--- src/rtl/seg7_pkg.sv ---
// Shared 7-segment definitions: segment patterns (seg[6]=a .. seg[0]=g),
// decoded-digit record and the frame-capture FSM states.
package seg7_pkg;

    localparam logic [6:0] SEG_0     = 7'b1111110;
    localparam logic [6:0] SEG_1     = 7'b0110000;
    localparam logic [6:0] SEG_2     = 7'b1101101;
    localparam logic [6:0] SEG_3     = 7'b1111001;
    localparam logic [6:0] SEG_4     = 7'b0110011;
    localparam logic [6:0] SEG_5     = 7'b1011011;
    localparam logic [6:0] SEG_6     = 7'b1011111;
    localparam logic [6:0] SEG_7     = 7'b1110000;
    localparam logic [6:0] SEG_8     = 7'b1111111;
    localparam logic [6:0] SEG_9     = 7'b1111011;
    localparam logic [6:0] SEG_BLANK = 7'b0000000;

    typedef struct packed {
        logic [3:0] value;
        logic       blank;
        logic       err;
    } seg7_digit_t;

    typedef enum logic {
        COLLECT = 1'b0,
        PRESENT = 1'b1
    } seg7_state_e;

endpackage

--- src/rtl/seg7_pattern_decode.sv ---
// Combinational 7-segment pattern to digit decoder; unknown patterns flag err,
// all-off flags blank, and both report value 0.
module seg7_pattern_decode
    import seg7_pkg::*;
(
    input  logic [6:0]  pattern,
    output seg7_digit_t digit
);

    always_comb begin
        digit = '0;
        case (pattern)
            SEG_0:     digit.value = 4'd0;
            SEG_1:     digit.value = 4'd1;
            SEG_2:     digit.value = 4'd2;
            SEG_3:     digit.value = 4'd3;
            SEG_4:     digit.value = 4'd4;
            SEG_5:     digit.value = 4'd5;
            SEG_6:     digit.value = 4'd6;
            SEG_7:     digit.value = 4'd7;
            SEG_8:     digit.value = 4'd8;
            SEG_9:     digit.value = 4'd9;
            SEG_BLANK: digit.blank = 1'b1;
            default:   digit.err   = 1'b1;
        endcase
    end

endmodule

--- src/rtl/seg7_capture_decoder.sv ---
// Captures stable digits from a multiplexed 7-segment bus and presents a
// complete decoded frame through a valid/ready handshake.
module seg7_capture_decoder
    import seg7_pkg::*;
#(
    parameter int NUM_DIGITS    = 4,
    parameter int STABLE_CYCLES = 4
) (
    input  logic                    clk,
    input  logic                    rst_n,
    input  logic [6:0]              seg,
    input  logic [NUM_DIGITS-1:0]   dig_sel,
    output logic [4*NUM_DIGITS-1:0] frame_digits,
    output logic [NUM_DIGITS-1:0]   frame_blank,
    output logic [NUM_DIGITS-1:0]   frame_err,
    output logic                    frame_valid,
    input  logic                    frame_ready
);

    localparam int CNT_W  = $clog2(STABLE_CYCLES + 1);
    localparam int SAMP_W = 7 + NUM_DIGITS;
    localparam logic [CNT_W-1:0] CNT_MAX = CNT_W'(STABLE_CYCLES);

    logic [SAMP_W-1:0]       prev_q, prev_d;
    logic [CNT_W-1:0]        cnt_q, cnt_d;
    logic [NUM_DIGITS-1:0]   mask_q, mask_d;
    seg7_digit_t             slot_q [NUM_DIGITS];
    seg7_digit_t             slot_d [NUM_DIGITS];
    seg7_state_e             state_q, state_d;
    logic [4*NUM_DIGITS-1:0] frame_digits_q, frame_digits_d;
    logic [NUM_DIGITS-1:0]   frame_blank_q, frame_blank_d;
    logic [NUM_DIGITS-1:0]   frame_err_q, frame_err_d;
    logic                    frame_valid_q, frame_valid_d;

    logic                    sel_onehot;
    logic                    same_sample;
    logic                    capture;
    logic [NUM_DIGITS-1:0]   cap_bits;
    logic [NUM_DIGITS-1:0]   mask_after;
    seg7_digit_t             dec;

    seg7_pattern_decode u_decode (
        .pattern (seg),
        .digit   (dec)
    );

    assign sel_onehot = (dig_sel != '0) && ((dig_sel & (dig_sel - 1'b1)) == '0);

    // Stability filter: a capture fires once, on the edge the run reaches STABLE_CYCLES.
    always_comb begin
        prev_d      = {seg, dig_sel};
        same_sample = (prev_d == prev_q);
        cnt_d       = '0;
        capture     = 1'b0;
        if (sel_onehot) begin
            if (!same_sample) begin
                cnt_d = CNT_W'(1);
            end else if (cnt_q != CNT_MAX) begin
                cnt_d = cnt_q + 1'b1;
            end else begin
                cnt_d = cnt_q;
            end
            capture = (cnt_d == CNT_MAX) && !(same_sample && (cnt_q == CNT_MAX));
        end
        cap_bits   = capture ? dig_sel : '0;
        mask_after = mask_q | cap_bits;
    end

    always_comb begin
        for (int i = 0; i < NUM_DIGITS; i++) begin
            slot_d[i] = cap_bits[i] ? dec : slot_q[i];
        end

        state_d        = state_q;
        mask_d         = mask_after;
        frame_digits_d = frame_digits_q;
        frame_blank_d  = frame_blank_q;
        frame_err_d    = frame_err_q;

        case (state_q)
            COLLECT: begin
                if (capture && (&mask_after)) begin
                    for (int i = 0; i < NUM_DIGITS; i++) begin
                        frame_digits_d[4*i +: 4] = slot_d[i].value;
                        frame_blank_d[i]         = slot_d[i].blank;
                        frame_err_d[i]           = slot_d[i].err;
                    end
                    mask_d  = '0;
                    state_d = PRESENT;
                end
            end
            PRESENT: begin
                // A digit captured on the accept edge still counts toward the next frame.
                if (frame_ready) begin
                    mask_d  = cap_bits;
                    state_d = COLLECT;
                end
            end
            default: state_d = COLLECT;
        endcase

        frame_valid_d = (state_d == PRESENT);
    end

    always_ff @(posedge clk or negedge rst_n) begin
        if (!rst_n) begin
            prev_q         <= '0;
            cnt_q          <= '0;
            mask_q         <= '0;
            state_q        <= COLLECT;
            frame_digits_q <= '0;
            frame_blank_q  <= '0;
            frame_err_q    <= '0;
            frame_valid_q  <= 1'b0;
            for (int i = 0; i < NUM_DIGITS; i++) begin
                slot_q[i] <= '0;
            end
        end else begin
            prev_q         <= prev_d;
            cnt_q          <= cnt_d;
            mask_q         <= mask_d;
            state_q        <= state_d;
            frame_digits_q <= frame_digits_d;
            frame_blank_q  <= frame_blank_d;
            frame_err_q    <= frame_err_d;
            frame_valid_q  <= frame_valid_d;
            for (int i = 0; i < NUM_DIGITS; i++) begin
                slot_q[i] <= slot_d[i];
            end
        end
    end

    assign frame_digits = frame_digits_q;
    assign frame_blank  = frame_blank_q;
    assign frame_err    = frame_err_q;
    assign frame_valid  = frame_valid_q;

endmodule

--- config.mk ---
export PLATFORM = sky130hd
export DESIGN_NAME = seg7_capture_decoder
export DESIGN_NICKNAME = d
export VERILOG_FILES = /design/src/rtl/seg7_pkg.sv /design/src/rtl/seg7_pattern_decode.sv /design/src/rtl/seg7_capture_decoder.sv
export SDC_FILE = /design/constraint.sdc
export NUM_CORES = 1
export LEC_CHECK = 0
export ABC_AREA = 0
export CORE_UTILIZATION = 58
export CTS_CLUSTER_SIZE = 40
export DETAILED_ROUTE_END_ITERATION = 16
export HOLD_SLACK_MARGIN = 0.02
export MAX_ROUTING_LAYER = met4
export PLACE_DENSITY = 0.87
export SLEW_MARGIN = 20
export SYNTH_ARGS = -nofsm -noshare
export SYNTH_HDL_FRONTEND = slang
export SYNTH_SLANG_ARGS = --single-unit
--- constraint.sdc ---
create_clock -name clk -period 3.6 [get_ports clk]
set_input_delay 0.72 -clock clk [delete_from_list [all_inputs] [get_ports clk]]
set_output_delay 0.72 -clock clk [all_outputs]
set_load 0.02 [all_outputs]
==> metrics.yaml <==
clocking:
  cts_tree: "yes"
  cts_buffer_count: 9
  root_buffer: "sky130_fd_sc_hd__clkbuf_8"
  post-cts-setup-buffers: 0
  ctsHtreeMaxLevel: 3
  postCtsResizedCells: 0
  ctsLongestPathBuffers: 2
  cts.reportedPaths.clkPinSlew_ns: 0.07
  postCtsHoldBufs: 0
  clk_sink_count: 67
  worstSkewPairLatency_ns: 0.34
logic_synthesis:
  avg_synthesized_cell_area_um2: 13.6
  yosys.cell_types.count: 32
  portion_of_the_post_synthesis_area_used_by_sequential_elements_pct: 57.3
  post_synth_inst_count: 215
  ys_ff_latch: 67
  ys_top_cells_by_area: "sky130_fd_sc_hd__dfrtp_1 57%, sky130_fd_sc_hd__mux2_2 15%, sky130_fd_sc_hd__mux2_4 5.1%"
  yosys_warnings: 0
  mappedNetlistNets: 231
  post-synth-top-area-cell: "sky130_fd_sc_hd__dfrtp_1"
  synth_top_area_share_pct: 57.3
  synth.cell_area_mm2: 0.00293
detailed_routing:
  route.detailed.wl_per_inst_um: 16.3
  drc_violations: 0
  routed-via-count: 1811
  via_per_inst: 5.47
  detailedRoute.firstIterationViolations: 124
  dr_wl_met3_um: 229
  met1_length_mm: 2.42
  route.met2.wl_mm: 2.63
  routed_wirelength_mm: 5.41
  highest-signal-layer: "met4"
  firstDrtPassIters: 4
  postRouteAntennaNets: 0
timing:
  clock.fmax_mhz: 318
  final_max_slew_viol_count: 0
  post-route-period-util_pct: 87.3
  final_hold_violation_count: 0
  max_slew.worst_pin.slew_ns: 0.818
  unrepaired_setup_endpoints_after_global_routing: "no"
  setup_tns_ns: 0
  finalWorstPathRequiredPeriod_ns: 3.14
  slew_headroom_pct: 45.4
  fin_skew_ns: 0.00755
  setup-violations-final: 0
layout:
  final.fill_count: 324
  layout.nets: 276
  count_of_antenna_diodes_in_the_layout: 0
  area_growth_syn_to_layout_pct: 22.7
  post_route_cells_drive_above_1_share_pct: 28.8
  final_common_cell: "sky130_fd_sc_hd__dfrtp_1"
  leading_cell_types_in_the_layout_fill_and_taps_excluded: "67 x sky130_fd_sc_hd__dfrtp_1, 38 x sky130_fd_sc_hd__mux2_2, 37 x sky130_fd_sc_hd__clkdlybuf4s50_1"
floorplan:
  die_height_um: 73.0
  placeableCoreArea_mm2: 0.00479
  pin_count: 39
  die_w_um: 73.0
  floorplan.rows: 25
  floorplan.initialDensity_pct: 61.2
  full_die_area_mm2: 0.00533
setup_path:
  path_max_fanout: 7
  timing_worst_setup_path_type: "primary input to flop"
  crit_arrival_ns: 3.37
  critical-path-slowest-cell: "sky130_fd_sc_hd__clkdlybuf4s50_1"
  crit_required_ns: 3.83
  crit_path_max_incr_delay_ns: 0.63
  setup.worst_path.end_class: "flop"
  critical_path.cell_chain: "clkdlybuf4s50_1, nor4b_1, a211oi_1, nor4_4, nand4_2, mux2_2, mux2_4"
  cp-start-kind: "primary input"
min_path:
  timing.hold.worst.class: "primary input to async pin"
grt:
  gr-usage-all-layers_pct: 23.6
  first_global_vias: 1871
  antenna_found_initial: 0
  grt_overflow_total: 0
  grt_first_pass_wirelength_mm: 8.82
  grt_start_max_net_pins: 36
place:
  number_of_buffers_added_on_ports: 38
  dp_hpwl_mm: 3.67
  place_congestion: 0.814
flow_run:
  max_cap_violations: 0
power_and_ir_drop:
  leakagePower_nw: 1.70
  design_power_total_mw: 1.52
  vdd_drop_max_mv: 0.272
  power_density_mw_per_mm2: 424
run_status:
  status: "complete, no violations"
==> sequential cells by signal, summed over array words and instances (netlist names) <==
| register | flops |
|---|---|
| mask_q | 4 |
| cnt_q | 3 |
| prev_q | 11 |
| slot_q | 24 |
| frame_err | 4 |
| frame_blank | 4 |
| frame_valid | 1 |
| frame_digits | 16 |
==> cell type report <==
type	count	area, um^2	share of cell area (%)
Sequential cell	67	1680	46.7
Multi-Input combinational cell	135	1180	32.8
Timing Repair Buffer	44	433	12.1
Clock buffer	13	149	4.15
Tap cell	67	83.8	2.34
Clock inverter	2	60.1	1.67
Inverter	3	11.3	0.314
==> layer usage <==
layer  track usage [%]  vias up
li1                  -      854
met1              29.8      895
met2              35.1       51
met3              4.70       11
met4              14.8        0
met5                 -        -
==> where the power goes <==
group          total (mW)  internal [mW]  switching, mW  leakage [nW]
clock               0.671          0.406          0.264         0.104
sequential          0.763          0.760        0.00328         0.910
combinational      0.0868         0.0342         0.0526         0.684
total                1.52           1.20          0.320          1.70
==> kinds of logic after synthesis <==
logic type	count (synthesis)	share of synthesized area, %
AOI/OAI and AO/OA	12	2.39
xor gates and xnor gates	14	4.19
and+or+nand+nor	58	12.7
DFF	67	57.3
muxes	49	20.1
buffers and inverters	13	2.52
adders and majority gates	2	0.855
==> synth_stat cells (all sizes together) <==
cell type	instances
a21oi	5
nand4	11
and2	1
ha	2
inv	3
clkbuf	5
a21o	1
a211oi	1
nor4b	3
nand3	3
mux2	48
xnor2	12
o21ai	2
nor3b	4
o22ai	2
buf	5
mux2i	1
or2	2
nor3	2
a21boi	1
dfrtp	67
nor2	13
nand2	12
and4b	2
xor2	2
nor4	4
nand4b	1
==> critical path, delay by kind of cell <==
kind,cells,cell delay (ns)
muxes,2,0.68
and+or+nand+nor,3,1.17
AOI/OAI and AO/OA,1,0.17
buffers and inverters,1,0.63
==> final timing paths <==
kind | start | to | slack (ns) | cells past startpoint
max | dig_sel[0] | frame_digits[7] | 0.46 | 7
min | rst_n | cnt_q[2] | 0.29 | 1
max reg2reg | cnt_q[0] | frame_digits[7] | 0.93 | 7
min reg2reg | slot_q[13] | slot_q[13] | 0.49 | 1
max in group asynchronous | rst_n | frame_err[0] | 2.55 | 2
min in group clk | slot_q[13] | slot_q[13] | 0.49 | 1
==> per-stage QoR <==
stage	hold slack (ns)	cells	util [%]	instance area (um^2)	worst slack, ns
5_1_grt	0.309	331	75.0	3590	0.278
3_3_place_gp	0.474	316	70.6	3380	0.167
3_5_place_dp	0.481	316	70.6	3380	0.115
2_1_floorplan	0.424	215	-	2930	0.826
4_1_cts	0.294	331	75.0	3590	0.460
6_report	0.290	331	75.0	3590	0.457
No activity file was read; power rests on OpenSTA's default activity.
